`src/rtl/divider_arbiter_if.sv`:
```
// divider_arbiter_if: request/result bundle between requesters and the shared divider
//   req/a_in/b_in : packed per-requester divide requests and operands
//   grant         : one-hot acceptance pulse back to requesters
//   busy          : divider engaged (not idle)
//   res_*         : result channel with valid/ready handshake
interface divider_arbiter_if #(
  parameter int WIDTH_A = 4,
  parameter int WIDTH_B = 4,
  parameter int NUM_REQ = 4
);
  localparam int ID_W = NUM_REQ > 2 ? $clog2(NUM_REQ) : 1;
  logic [NUM_REQ-1:0]         req;
  logic [NUM_REQ*WIDTH_A-1:0] a_in;
  logic [NUM_REQ*WIDTH_B-1:0] b_in;
  logic [NUM_REQ-1:0]         grant;
  logic                       busy;
  logic                       res_valid;
  logic                       res_ready;
  logic [ID_W-1:0]            res_id;
  logic [WIDTH_A-1:0]         res_q;
  logic [WIDTH_B-1:0]         res_r;
  logic                       res_div0;
  modport master (
    output req, a_in, b_in, res_ready,
    input  grant, busy, res_valid, res_id, res_q, res_r, res_div0
  );
  modport slave (
    input  req, a_in, b_in, res_ready,
    output grant, busy, res_valid, res_id, res_q, res_r, res_div0
  );
endinterface

```
`src/rtl/divider_arbiter.sv`:
```
// divider_arbiter: round-robin arbiter sharing one iterative restoring divider
//   clk : rising-edge clock
//   rst : asynchronous active-high reset
//   bus : divider_arbiter_if slave (req/a_in/b_in in, grant/busy out, res_* valid/ready result)
module divider_arbiter #(
  parameter int WIDTH_A = 4,
  parameter int WIDTH_B = 4,
  parameter int NUM_REQ = 4
) (
  input logic clk,
  input logic rst,
  divider_arbiter_if.slave bus
);
  localparam int ID_W = NUM_REQ > 2 ? $clog2(NUM_REQ) : 1;
  localparam int CW = WIDTH_A > 1 ? $clog2(WIDTH_A) : 1;
  typedef enum logic [1:0] {IDLE, RUN, DONE} state_t;
  state_t state, state_nxt;
  logic [ID_W-1:0] ptr, gid, op_id, res_id;
  logic found, ge, last, res_div0;
  logic [CW-1:0] cnt;
  logic [WIDTH_A-1:0] quot, quot_nxt, a_sel, res_q;
  logic [WIDTH_B-1:0] rem, rem_nxt, div, b_sel, res_r;
  logic [WIDTH_B:0] trial;
  // first requesting index after the last-granted one, wrapping
  always_comb begin
    found = 1'b0;
    gid = '0;
    for (int k = 1; k <= NUM_REQ; k++) begin
      if (!found && bus.req[(int'(ptr) + k) % NUM_REQ]) begin
        found = 1'b1;
        gid = ID_W'((int'(ptr) + k) % NUM_REQ);
      end
    end
  end
  assign a_sel = bus.a_in[gid*WIDTH_A +: WIDTH_A];
  assign b_sel = bus.b_in[gid*WIDTH_B +: WIDTH_B];
  // restoring step: shift in the next dividend bit, subtract when it fits
  assign trial = {rem, quot[WIDTH_A-1]};
  assign ge = trial >= {1'b0, div};
  assign rem_nxt = ge ? WIDTH_B'(trial - {1'b0, div}) : trial[WIDTH_B-1:0];
  assign quot_nxt = WIDTH_A'({quot, ge});
  assign last = cnt == CW'(WIDTH_A - 1);
  always_comb begin
    state_nxt = state;
    case (state)
      IDLE: state_nxt = found ? (b_sel == '0 ? DONE : RUN) : IDLE;
      RUN:  state_nxt = last ? DONE : RUN;
      DONE: state_nxt = bus.res_ready ? IDLE : DONE;
      default: state_nxt = IDLE;
    endcase
  end
  assign bus.grant = (state == IDLE && found && !rst) ? {{(NUM_REQ-1){1'b0}}, 1'b1} << gid : '0;
  assign bus.busy = state != IDLE;
  assign bus.res_valid = state == DONE;
  assign bus.res_id = res_id;
  assign bus.res_q = res_q;
  assign bus.res_r = res_r;
  assign bus.res_div0 = res_div0;
  always_ff @(posedge clk or posedge rst) begin
    if (rst) begin
      state <= IDLE;
      cnt <= '0;
      ptr <= ID_W'(NUM_REQ - 1);
      op_id <= '0;
      quot <= '0;
      rem <= '0;
      div <= '0;
      res_id <= '0;
      res_q <= '0;
      res_r <= '0;
      res_div0 <= 1'b0;
    end else begin
      state <= state_nxt;
      if (state == IDLE && found) begin
        ptr <= gid;
        op_id <= gid;
        quot <= a_sel;
        rem <= '0;
        div <= b_sel;
        cnt <= '0;
        // divide-by-zero skips RUN and publishes the saturated result at once
        if (b_sel == '0) begin
          res_id <= gid;
          res_q <= '1;
          res_r <= '0;
          res_div0 <= 1'b1;
        end
      end
      if (state == RUN) begin
        quot <= quot_nxt;
        rem <= rem_nxt;
        cnt <= last ? '0 : cnt + 1'b1;
        if (last) begin
          res_id <= op_id;
          res_q <= quot_nxt;
          res_r <= rem_nxt;
          res_div0 <= 1'b0;
        end
      end
    end
  end
endmodule

```
`src/flat_wrapper.sv`:
```
// flat-port wrapper written by rule: the top's interface ports become plain ports
module divider_arbiter_flat 
#(
  parameter int WIDTH_A = 4,
  parameter int WIDTH_B = 4,
  parameter int NUM_REQ = 4
)
  (clk, rst, bus_req, bus_a_in, bus_b_in, bus_res_ready, bus_grant, bus_busy, bus_res_valid, bus_res_id, bus_res_q, bus_res_r, bus_res_div0);
  divider_arbiter_if #(.WIDTH_A(WIDTH_A), .WIDTH_B(WIDTH_B), .NUM_REQ(NUM_REQ)) bus_i ();
  input logic clk;
  input logic rst;
  input wire logic [$bits(bus_i.req)-1:0] bus_req;
  input wire logic [$bits(bus_i.a_in)-1:0] bus_a_in;
  input wire logic [$bits(bus_i.b_in)-1:0] bus_b_in;
  input wire logic [$bits(bus_i.res_ready)-1:0] bus_res_ready;
  output wire logic [$bits(bus_i.grant)-1:0] bus_grant;
  output wire logic [$bits(bus_i.busy)-1:0] bus_busy;
  output wire logic [$bits(bus_i.res_valid)-1:0] bus_res_valid;
  output wire logic [$bits(bus_i.res_id)-1:0] bus_res_id;
  output wire logic [$bits(bus_i.res_q)-1:0] bus_res_q;
  output wire logic [$bits(bus_i.res_r)-1:0] bus_res_r;
  output wire logic [$bits(bus_i.res_div0)-1:0] bus_res_div0;
  assign bus_i.req = bus_req;
  assign bus_i.a_in = bus_a_in;
  assign bus_i.b_in = bus_b_in;
  assign bus_i.res_ready = bus_res_ready;
  assign bus_grant = bus_i.grant;
  assign bus_busy = bus_i.busy;
  assign bus_res_valid = bus_i.res_valid;
  assign bus_res_id = bus_i.res_id;
  assign bus_res_q = bus_i.res_q;
  assign bus_res_r = bus_i.res_r;
  assign bus_res_div0 = bus_i.res_div0;
  divider_arbiter #(.WIDTH_A(WIDTH_A), .WIDTH_B(WIDTH_B), .NUM_REQ(NUM_REQ)) u_core (.clk(clk), .rst(rst), .bus(bus_i));
endmodule
```
`config.mk`:
```
export PLATFORM = sky130hd
export DESIGN_NAME = divider_arbiter_flat
export DESIGN_NICKNAME = d
export VERILOG_FILES = /design/src/rtl/divider_arbiter_if.sv /design/src/rtl/divider_arbiter.sv /design/src/flat_wrapper.sv
export SDC_FILE = /design/constraint.sdc
export NUM_CORES = 1
export LEC_CHECK = 0
export BUFFER_PORTS_ARGS = -buffer_cell sky130_fd_sc_hd__clkbuf_2
export CELL_PAD_IN_SITES_DETAIL_PLACEMENT = 1
export CELL_PAD_IN_SITES_GLOBAL_PLACEMENT = 2
export CORE_MARGIN = 1.5
export CORE_UTILIZATION = 28
export CTS_BUF_LIST = sky130_fd_sc_hd__clkbuf_4
export DETAILED_ROUTE_END_ITERATION = 10
export GPL_TIMING_DRIVEN = 0
export PLACE_DENSITY = 0.75
export SLEW_MARGIN = 20
export SYNTH_ARGS = -nofsm -noshare
export SYNTH_HDL_FRONTEND = slang
export SYNTH_SLANG_ARGS = --single-unit
```
`constraint.sdc`:
```
create_clock -name clk -period 2.05 [get_ports clk]
set_input_delay 0.205 -clock clk [delete_from_list [all_inputs] [get_ports clk]]
set_output_delay 0.205 -clock clk [all_outputs]
set_load 0.01 [all_outputs]
```
==> summary.md <==
| Metric | Value |
|---|---|
| # clock sinks | 31 |
| Maximum capacitance violations | 0 |
| Mapped cell area | ~1900 um^2 |
| Worst Skew | 0.004938 ns |
| Die extent in y | 85.96 um |
| Top post-synthesis cells by area | dfrtp_1 38%, nand2_1 6.2%, o21ai_0 4.2% |
| Slew Limit Fails | 0 |
| Top cell type's share of synthesized area | 0.3766 |
| Clock slew at reported path FFs | ~0.10 ns |
| P&R area growth vs syn | 36.36% |
| CP Launch Type | flop |
| Slew @ Worst Pin | 0.7050 ns |
| Final Instance Area | 2628 um^2 |
| CTS max path bufs | 2 |
| Total number of vias | approximately 1900 |
| Async S/R FF share, synth | 1.000 |
| Wire length per cell | 15.42 um |
| Relative slew slack | 0.5293 |
| Leading cell type in the layout, fill and taps excluded | clkbuf_2 |
| I/O pin cnt | 56 |
| Final #Nets | 333 |
| Total power | 4.428 mW |
| EDFF count, synth | 0 |
| Layout Cells excl Fill | 368 |
| Synth Flop Type | dfrtp_1 |
| Nature of the critical path endpoint | flop |
| WHS Path Cells | 3 |
| Num rows | 30 |
| Status | finished with violations |
| CTS tree | built |
| Syn Nets | 257 |
| Initial antenna violation count | 0 |
| WS Path Type | flop to flop |
| Number of routed nets with antenna violations | 0 |
| Vias/cell | around 5.1 |
| CTS buffer count | 5 |
| Failing checks | setup timing |
| Synth cell types | 46 |
| PD cells | approximately 1700 nW/um^2 |
| Setup TNS | -5.261 ns |
| Final GP Congestion | 0.7488 |
| Most frequent cells in the layout | 53 x clkbuf_2, 31 x nand2_1, 29 x dfrtp_1, 17 x nor2_1, 13 x o21ai_0 |
| Crit-path max FO | 7 |
| Clk root buf | clkbuf_4 |
| Total Wirelength | 5674 um |
| Global-route wire length before repair | 9701 um |
| RSZ-0062 raised after global routing | true |
| Crit share post-route | 1.146 |
| Grt ovf | 0 |
| Insertion delay to the later sink of the worst-skew pair | 0.33 ns |
| Share of cells above drive strength 1 | 0.3785 |
| Pre-CTS setup slack | -0.5658 ns |
| Yosys reg bits | 31 |
| Largest net degree at the start of global routing | 32 |
| Worst EP required | 2.28 ns |
| Peak VDD IR | 0.4331 mV |
| DR pass1 iterations | 4 |
| Initial drt markers | between 50 and 60 |
| Placed cells | 347 |
| Die ar. | 7388 um^2 |
| Initial Utilization | 0.2868 |
| Vias in the first global route | 1978 |
| Syn avg cell area | about 9 um^2 |
| CP arrival | 2.58 ns |
| R2R cell count | 9 |
| Min Clock Period, post-route | between 2 and 2.5 ns |
| N_diodes | 0 |
| Final setup vio count | 21 |
| Htree depth | 2 |
| GRT Total Usage | 0.1677 |
| Pleak | 1.242 nW |
| Drt drc | 0 |
| Placed instance area | 2313 um^2 |
| Yosys top cell by area | dfrtp_1 |
| Hold WC Path Type | input port to flop |
| Die X | approximately 86 um |
| Post-synthesis sequential area ratio | 0.4039 |
| Core area | 6719 um^2 |
| Syn Inst Count | between 200 and 250 |
| Worst Setup Slack, final | -0.2997 ns |
| Final Hold Vio Count | 0 |
| Ys Warns | 0 |
| Fmax | 425.6 MHz |
| Port bufs | 55 |
| DPL Wire Length | 4262 um |
-- registers in the layout, indices dropped and copies added (netlist names), 4 cells and up --
name,cells
u_core.bus.res_q,4
u_core.bus.res_r,4
u_core.rem,4
u_core.quot,4
u_core.div,4
-- synth_stat cells (2+ instances only) --
master    count
a32oi_2       2
nand2b_1      4
clkbuf_1      6
inv_1         8
a31o_2        2
a31oi_1       4
a311o_1       3
a21oi_1       5
ha_1          5
and3_1        7
nor2b_1       5
a21boi_0      2
dfstp_2       2
a21o_1        4
mux2i_1       6
o21a_1        3
nand3_1       8
o31a_1        4
o21ai_0      16
a32oi_1       6
o22ai_1       3
o21ai_1       3
buf_6         3
nor2_2        2
dfrtp_1      29
nand2_1      32
and2_1        2
nor2_1       18
-- per-layer routing --
layer  global-route usage  part of all wire  vias up
met3              0.03080             0.027        4
met1               0.2167              0.47      902
li1                     -                 -      925
met5                    0                 0        -
met4              0.03959            0.0083        0
met2               0.2906              0.49       31
-- cell type report --
cell class / instances / area (um^2)
well taps: 80 / 100.1
inverters: 8 / 30.03
repair buffers: 70 / 434.2
fillers: 794 / 4091
flip-flops and latches: 31 / 778.2
clock buffers: 6 / 45.04
clock inverters: 1 / 30.03
multi-input cells: 164 / 1161
plain buffers: 8 / 48.80
-- stage by stage --
| step | hold WS, ns | util |
|---|---|---|
| finish | 0.1292 | 0.3911 |
| global route | 0.1268 | 0.3911 |
| CTS | 0.1128 | 0.3788 |
| detailed placement | 0.3645 | 0.3443 |
| global placement | 0.4617 | 0.3443 |
| floorplan | 0.3070 | - |
-- cell families after synthesis --
| logic type | after synthesis | share of synthesized area |
|---|---|---|
| fa+ha+maj | 6 | 0.04286 |
| mux | 7 | 0.03701 |
| compound gates | 66 | 0.2539 |
| buf+inv | 17 | 0.04480 |
| flops | 31 | 0.4039 |
| xor+xnor | 1 | 0.004546 |
| simple gates | 84 | 0.2130 |
-- worst paths after layout --
path                                     start  slack, ns                    to
setup / recovery                 u_core.ptr[1]      -0.30  u_core.bus.res_id[0]
hold / removal                   bus_res_ready       0.13       u_core.state[1]
setup reg to reg                 u_core.ptr[1]      -0.30  u_core.bus.res_id[0]
hold reg to reg            u_core.bus.res_div0       0.48   u_core.bus.res_div0
max in group asynchronous                  rst       1.07   u_core.bus.res_r[3]
min in group asynchronous                  rst       0.53  u_core.bus.res_id[1]
-- where the power goes --
group / internal (mW) / switching (mW)
clock network: 0.264 / 0.211
logic: 1.30 / 1.51
registers: 0.933 / 0.204
-- critical path, stage by stage, from the launching register on --
cell,delay [ns]
dfstp_2,0.62
mux2i_2,0.25
a2bb2oi_2,0.22
and2_4,0.20
buf_8,0.12
a32oi_4,0.12
nor4_4,0.28
buf_4,0.21
a31o_4,0.15
o21ai_2,0.05
-- repair_timing --
item	CTS	global route
setup endpoints to repair	24	31
setup buffers	13	2
pin swaps	8	8
hold endpoints to repair	24	0
hold buffers	1	0
gates resized for setup	12	21
(Power assumes the default switching activity.)
